File: src/rtl/dwc_mon_pkg.sv
// Shared types and constants for the DWC fault monitor: FSM encoding,
// status word bit positions and the consecutive-miss counter width.
package dwc_mon_pkg;

  typedef enum logic [1:0] {
    ST_IDLE  = 2'd0,
    ST_RETRY = 2'd1,
    ST_FAULT = 2'd2
  } mon_state_e;

  localparam int CONSEC_W = 8;

  localparam int STAT_RETRY_BIT   = 0;
  localparam int STAT_FAULT_BIT   = 1;
  localparam int STAT_MATCH_BIT   = 2;
  localparam int STAT_DROP_BIT    = 3;
  localparam int STAT_SAT_BIT     = 4;
  localparam int STAT_STATE_LSB   = 5;
  localparam int STAT_STATE_MSB   = 6;
  localparam int STAT_CONSEC_LSB  = 8;
  localparam int STAT_CONSEC_MSB  = 15;

endpackage

File: src/rtl/dwc_sat_counter.sv
// Saturating up-counter with a sticky saturation flag; clear beats increment.
module dwc_sat_counter #(
  parameter int W = 16
) (
  input  logic         clk,
  input  logic         rst_n,
  input  logic         inc,
  input  logic         clr,
  output logic [W-1:0] count,
  output logic         sat
);

  logic [W-1:0] count_q, count_d;
  logic         sat_q, sat_d;

  always_comb begin
    count_d = count_q;
    sat_d   = sat_q;
    if (clr) begin
      count_d = '0;
      sat_d   = 1'b0;
    end else if (inc) begin
      // At all-ones the count holds; the attempted increment is what marks saturation.
      if (&count_q) sat_d = 1'b1;
      else          count_d = count_q + W'(1);
    end
  end

  always_ff @(posedge clk or negedge rst_n) begin
    if (!rst_n) begin
      count_q <= '0;
      sat_q   <= 1'b0;
    end else begin
      count_q <= count_d;
      sat_q   <= sat_d;
    end
  end

  assign count = count_q;
  assign sat   = sat_q;

endmodule

File: src/rtl/dwc_fault_monitor.sv
// Turns DWC comparator done/isMatch levels into counted events, requests a
// rollback on mismatch and latches a permanent fault after too many in a row.
module dwc_fault_monitor
  import dwc_mon_pkg::*;
#(
  parameter int MAX_RETRY = 3,
  parameter int CNT_W     = 16
) (
  input  logic             clk,
  input  logic             reset,
  input  logic             cmp_done,
  input  logic             cmp_match,
  input  logic             retry_ack,
  input  logic             clr_fault,
  input  logic             clr_cnt,
  output logic             retry_req,
  output logic             fault_perm,
  output logic             irq,
  output logic [31:0]      status,
  output logic [CNT_W-1:0] cmp_total,
  output logic [CNT_W-1:0] mismatch_total
);

  localparam logic [CONSEC_W-1:0] MAX_RETRY_V = CONSEC_W'(MAX_RETRY);
  localparam logic [CONSEC_W-1:0] CONSEC_ONE  = CONSEC_W'(1);

  mon_state_e          state_q, state_d;
  logic [CONSEC_W-1:0] consec_q, consec_d;
  logic                done_q, done_d;
  logic                last_match_q, last_match_d;
  logic                dropped_q, dropped_d;
  logic                retry_req_q, retry_req_d;
  logic                fault_perm_q, fault_perm_d;
  logic                irq_q, irq_d;
  logic                evt, cnt_inc, mis_inc;
  logic                cmp_sat, mis_sat;

  // done is a level held until ack, so only its rising edge is an event.
  assign evt    = cmp_done & ~done_q;
  assign done_d = cmp_done;

  always_comb begin
    state_d      = state_q;
    consec_d     = consec_q;
    last_match_d = last_match_q;
    dropped_d    = dropped_q;
    cnt_inc      = 1'b0;
    mis_inc      = 1'b0;
    case (state_q)
      ST_IDLE: begin
        if (evt) begin
          cnt_inc      = 1'b1;
          last_match_d = cmp_match;
          if (cmp_match) begin
            consec_d = '0;
          end else begin
            mis_inc  = 1'b1;
            consec_d = consec_q + CONSEC_ONE;
            state_d  = (consec_d > MAX_RETRY_V) ? ST_FAULT : ST_RETRY;
          end
        end
      end
      ST_RETRY: begin
        if (evt)       dropped_d = 1'b1;
        if (retry_ack) state_d   = ST_IDLE;
      end
      ST_FAULT: begin
        if (evt) dropped_d = 1'b1;
        if (clr_fault) begin
          state_d  = ST_IDLE;
          consec_d = '0;
        end
      end
      default: state_d = ST_IDLE;
    endcase
    if (clr_cnt) dropped_d = 1'b0;
    retry_req_d  = (state_d == ST_RETRY);
    fault_perm_d = (state_d == ST_FAULT);
    irq_d        = retry_req_d | fault_perm_d;
  end

  always_ff @(posedge clk or negedge reset) begin
    if (!reset) begin
      state_q      <= ST_IDLE;
      consec_q     <= '0;
      done_q       <= 1'b0;
      last_match_q <= 1'b0;
      dropped_q    <= 1'b0;
      retry_req_q  <= 1'b0;
      fault_perm_q <= 1'b0;
      irq_q        <= 1'b0;
    end else begin
      state_q      <= state_d;
      consec_q     <= consec_d;
      done_q       <= done_d;
      last_match_q <= last_match_d;
      dropped_q    <= dropped_d;
      retry_req_q  <= retry_req_d;
      fault_perm_q <= fault_perm_d;
      irq_q        <= irq_d;
    end
  end

  dwc_sat_counter #(.W(CNT_W)) u_cmp_cnt (
    .clk   (clk),
    .rst_n (reset),
    .inc   (cnt_inc),
    .clr   (clr_cnt),
    .count (cmp_total),
    .sat   (cmp_sat)
  );

  dwc_sat_counter #(.W(CNT_W)) u_mis_cnt (
    .clk   (clk),
    .rst_n (reset),
    .inc   (mis_inc),
    .clr   (clr_cnt),
    .count (mismatch_total),
    .sat   (mis_sat)
  );

  always_comb begin
    status                                   = '0;
    status[STAT_RETRY_BIT]                   = retry_req_q;
    status[STAT_FAULT_BIT]                   = fault_perm_q;
    status[STAT_MATCH_BIT]                   = last_match_q;
    status[STAT_DROP_BIT]                    = dropped_q;
    status[STAT_SAT_BIT]                     = cmp_sat | mis_sat;
    status[STAT_STATE_MSB:STAT_STATE_LSB]    = state_q;
    status[STAT_CONSEC_MSB:STAT_CONSEC_LSB]  = consec_q;
  end

  assign retry_req  = retry_req_q;
  assign fault_perm = fault_perm_q;
  assign irq        = irq_q;

endmodule

File: config.mk
export PLATFORM = sky130hd
export DESIGN_NAME = dwc_fault_monitor
export DESIGN_NICKNAME = d
export VERILOG_FILES = /design/src/rtl/dwc_mon_pkg.sv /design/src/rtl/dwc_sat_counter.sv /design/src/rtl/dwc_fault_monitor.sv
export SDC_FILE = /design/constraint.sdc
export NUM_CORES = 1
export LEC_CHECK = 0
export BUFFER_PORTS_ARGS = -buffer_cell sky130_fd_sc_hd__buf_4
export CAP_MARGIN = 20
export CORE_ASPECT_RATIO = 1.1
export CORE_MARGIN = 3
export CORE_UTILIZATION = 57
export CTS_CLUSTER_SIZE = 10
export DETAILED_ROUTE_END_ITERATION = 12
export GPL_TIMING_DRIVEN = 0
export HOLD_SLACK_MARGIN = 0.05
export PLACE_DENSITY = 0.85
export SLEW_MARGIN = 20
export SYNTH_ARGS = -nofsm -noshare
export SYNTH_HDL_FRONTEND = slang
export SYNTH_SLANG_ARGS = --single-unit
File: constraint.sdc
create_clock -name clk -period 4 [get_ports clk]
set_clock_uncertainty 0.05 [all_clocks]
set_input_delay 0.2 -clock clk [delete_from_list [all_inputs] [get_ports clk]]
set_output_delay 0.2 -clock clk [all_outputs]
set_load 0.05 [all_outputs]
======== Word level (Yosys, flattened, before mapping) ========
Index checks and enable logic that the tools add are counted.
word-level totals
  logic and storage cells ................. 76
  bits in registers ....................... 50
  output and inout port bits .............. 67
  input port bits ......................... 7
operators by class
  add/subtract/negate cells ............... 3
  magnitude comparators ................... 1
  muxes and demuxes ....................... 30
  reduce and logical (&&, ||, !) cells .... 18
  eq/ne operators ......................... 8
  bitwise gates (word level) .............. 4
operators with widths
  kind                                                                    count
  16-bit 2-to-1 mux                                                       6
  16-bit by 1-bit adder with 16-bit output (second input constant)        2
  16-bit AND reduction                                                    2
  8-bit 2-to-1 mux                                                        3
  8-bit one-hot mux with 2 select lines                                   1
  1-bit 2-to-1 mux                                                        14
  2-bit nonzero test                                                      7
  2-bit AND reduction                                                     6
  2-bit 2-to-1 mux                                                        5
  8-bit by 1-bit adder with 8-bit output (second input constant)          1
  8-bit by 2-bit > comparator with 1-bit output (second input constant)   1
  2-bit inequality test (second input constant)                           4
  2-bit one-hot mux with 3 select lines                                   1
  2-bit by 1-bit equality test with 1-bit output (second input constant)  2
  2-bit equality test (second input constant)                             2
  3-bit AND reduction                                                     1
  2-bit zero test                                                         1
  1-bit OR                                                                2
  2-bit OR reduction                                                      1
  1-bit bitwise AND                                                       1
  1-bit inverter                                                          1

======== Logic depth before layout (Yosys ltp) ========
  depth after elaboration ................. 8
  depth in mapped cells ................... 9
  mapped depth without buffers ............ 9

======== Hierarchy ========
Synthesis repeated with hierarchy kept, for this count alone.
unflattened totals
  cell total of the unflattened synthesis .. 347
  area total of the unflattened synthesis .. 3,116.7 um^2
modules (own cells, without submodules)
  module             instances  area each (um^2)  cells an instance  sequential area each (um^2)
  dwc_sat_counter    2          1,016.0           113                425.4
  dwc_fault_monitor  1          1,084.8           121                400.4

======== Worst setup path before layout ========
OpenSTA, ideal clock, no wires.
  path kind ............................... flip-flop to flip-flop
  start point ............................. register state_q[0]
  end point ............................... register u_cmp_cnt.count_q[9], in the netlist u_cmp_cnt.count[9]
  data arrival time ....................... 2,246 ps
  data required time ...................... 3,872 ps
  slack ................................... 1,626 ps
  period minus slack after synthesis ...... 2,374 ps
  setup time .............................. 78 ps
  cell stages (with the launch flop) ...... 7
  buffers on the path ..................... 0
  cell sequence ........................... dfrtp_1 inv_1 ha_1 nand3b_4 or4_4 or4_1 a21oi_1
between the ends
  longest elaborated chain between the ends .. 4
RTL lines
  item                                  line                     source
  start, declared                       dwc_fault_monitor.sv:27  mon_state_e state_q, state_d;
  start signal, assigned                dwc_fault_monitor.sv:93  state_q <= state_d;
  2-bit zero test                       dwc_fault_monitor.sv:49  case (state_q)
  1-bit 2-to-1 mux                      dwc_fault_monitor.sv:49
  2-bit nonzero test (no source line)   -
  2-bit AND reduction (no source line)  -
  end signal, assigned                  dwc_sat_counter.sv:34    count_q <= count_d;
  end, declared                         dwc_sat_counter.sv:13    logic [W-1:0] count_q, count_d;
Every way passes these cells.
A chain may end at the register's enable or synchronous reset.

======== Worst setup path in the final report ========
  start point ............................. register state_q[0]
  end point ............................... register consec_q[5]
between the ends
  longest elaborated chain between the ends .. 3
  elaborated cells on any way between the ends .. 7
  those cells by class .................... eq/ne (3); mux (1); reduce/logical (3)
RTL lines
  item                                                                                 line                     source
  2-bit equality test / 2-bit zero test (equally long branches)                        dwc_fault_monitor.sv:49
  2-bit inequality test (no source line) / 2-bit nonzero test (equally long branches)  -
  3-bit AND reduction (no source line)                                                 -
  end signal, assigned                                                                 dwc_fault_monitor.sv:94  consec_q <= consec_d;
  end, declared                                                                        dwc_fault_monitor.sv:28  logic [CONSEC_W-1:0] consec_q, consec_d;
Parallel ways exist; a longest one is shown, timed or not.

==> flow_summary.yaml <==
synthesis:
  synth_common_cells: "dfrtp_1 (50), nor2_1 (42), xnor2_1 (24)"
  synth-edff-count: 0
  async_flop_share: 1.000
  synth_compound_area_frac: 0.07800
  yosys.area_share.simple: 0.2789
  synth_top_family_by_area: "simple AND/OR/NAND/NOR gates"
  synth.area.top_cells: "dfrtp_1 (44%), xnor2_1 (7.3%), buf_4 (5.5%), nor2_1 (5.5%), ha_1 (4.4%)"
  synth-adder-area-share: 0.04357
  ys.flop_type: "dfrtp_1"
  syn_area_per_cell_um2: 9.263
  synthXorXnorAreaFrac: 0.07625
  synth.distinct_cells: 46
  yosys_warnings: 0
  yosysTopAreaCell: "dfrtp_1"
  synth_cells: 310
  synth_seq_area_share: 0.4357
  synthMuxAreaShare: 0.01176
  synth_seq_cells: 50
  yosysMostFrequentCell: "dfrtp_1"
  netlist_area_mm2: 0.002872
  synth_top_area_frac: 0.4357
run_status:
  run_status: "complete, no violations"
power:
  internal_power_w: 0.0008321
  p_leak_nw: 1.665
  peakVddDrop_uv: 251.8
  combPwrFrac: 0.357
  power.density_mw_per_mm2: 387.7
  p_sw_frac: 0.3911
  switchingPower_w: 0.0005345
  power_w: 0.001367
  p_clk_frac: 0.214
  power_frac_seq: 0.429
cts:
  post_cts_buffers: 0
  clk_pin_slew_ps: 90
  clock_latency_ps: 300
  cts_max_path_buffers: 2
  cts.sinks: 50
  cts-htree-levels: 2
  root_buffer: "clkbuf_8"
  cts.repair.resized: 0
  tritoncts: "done"
  cts_buffers: 5
cells_and_area:
  final_cell_area_mm2: 0.003525
  syn_to_final_growth_pct: 22.75
  drive_gt1_frac: 0.2436
  instances_no_fill: 446
  layout.nets: 408
  register_area_mm2: 0.001251
  diodes: 0
  multi_input_area_mm2: 0.001466
  fill_cells: 361
placed_design:
  place_ws_ps: 1609
  io_buffers: 56
  dpl.cell_count: 438
  gp_congestion: 0.9062
  hpwl_um: 4747
  placed_cell_area_mm2: 0.003422
global_route:
  grt_pass1_vias: 2382
  antenna_found_initial: 0
  grt_pass1_wl_um: 11010
  overflow: 0
  grt_max_degree: 51
  grt_util_all_layers: 0.2342
floorplanning:
  pin_count: 74
  coreArea_mm2: 0.004750
  initial_core_util: 0.6046
  die_h_um: 80.44
  fp.dieW_um: 73.68
  die-area_mm2: 0.005926
  rows: 26
worst_setup_path:
  cp.arrival_ps: 2540
  crit_type: "flop to flop"
  r2r_setup_slack_ps: 1600
  worstPathRequired_ps: 4140
  worst-path-max-fanout: 10
  startpoint_type: "flop"
  cp-end-kind: "flop"
timing:
  min_period_over_period: 0.6002
  rsz0062_at_grt: "false"
  finalHoldViolCount: 0
  worst_slack_ps: 1599
  min_period_ps: 2401
  final.setup.tns_ps: 0
  timing.fmax_mhz: 416.5
  setup_viol: 0
  relSlewSlack: 0.5262
  worstMarginPinSlew_ps: 705.3
  slew_viol_final: 0
drt:
  ant_nets: 0
  first_pass_iters: 4
  drt-vias-per-instance: 5.617
  drtIter0Drc: 95
  via_count: 2505
  drc_errors: 0
  wl_per_cell_um: 14.49
  wl_um: 6461
min_path:
  hp-class: "primary input to flop"
run:
  maxCapViolCount: 0
cell usage in the layout, fill, tap and decap left out, types with 10 or more instances in the layout:
cell type  synthesis  final
buf_4             21     77
dfrtp_1           50     50
nor2_1            42     42
xnor2_1           24     24
nand2_1           20     20
nand3_1           20     20
conb_1             1     17
nor3_1            15     15
o21ai_0           14     14
ha_1              10     10
worst max-delay path: stages, from the launching register on:
cell and delay (ps):
dfrtp_1 450, inv_1 140, ha_1 350, nand4bb_1 310, or2_2 420, clkbuf_1 230
nor2_1 140, o21ai_0 90, o41ai_1 90
registers in the layout (all words and copies together) (netlist names):
signal / count
consec_q: 8
done_q: 1
dropped_q: 1
fault_perm: 1
irq: 1
last_match_q: 1
retry_req: 1
state_q: 2
u_cmp_cnt.count: 16
u_cmp_cnt.sat: 1
u_mis_cnt.count: 16
u_mis_cnt.sat: 1
per-stage QoR:
step	util	hold slack, ps
floorplan	-	-145.6
global placement	0.7205	209.1
detailed placement	0.7205	217.7
CTS	0.7421	245.6
global route	0.7421	280.7
finish	0.7421	253.2
cell families after synthesis:
group / after synthesis
AO/OA/AOI/OAI: 37
XOR/XNOR: 25
adder cells (fa/ha/maj): 10
buffers and inverters: 36
flip-flops: 50
multiplexers: 3
other: 1
AND/OR/NAND/NOR: 148
layer usage:
metal	vias to the layer above	global-route usage	routed length, um
met5	-	0	0
met4	0	0.06341	51
met3	7	0.03880	348
met2	78	0.4140	3383
met1	1213	0.2911	2677
li1	1207	-	-
path summary, 6_finish.rpt:
kind / start / endpoint / cells past startpoint
max in group asynchronous: reset / u_cmp_cnt.count[15] / 2
min reg2reg: u_mis_cnt.sat / u_mis_cnt.sat / 2
min in group asynchronous: reset / consec_q[0] / 2
max: state_q[0] / consec_q[5] / 8
min: clr_cnt / u_mis_cnt.count[15] / 3
max reg2reg: state_q[0] / consec_q[5] / 8
power by group through the flow:
stage               clock (W)  combinational, W  sequential, W
CTS                  0.000298          0.000491       0.000585
floorplan                   0          0.000252       0.000695
finish               0.000293          0.000488       0.000586
global placement            0          0.000476       0.000593
detailed placement          0          0.000486       0.000594
global route         0.000320          0.000521       0.000592
cell type report:
class	count	area share
clock buffer	6	0.02343
multi-input combinational	240	0.4160
inverter	8	0.008520
timing repair buffer	58	0.1250
buffer	28	0.05218
tap	56	0.01988
sequential	50	0.3550
repair_timing:
action,4_1_cts,5_1_grt
hold endpoints to repair,51,0
hold buffers,2,0
endpoints found under the setup margin,0,0
(Power assumes the default switching activity.)
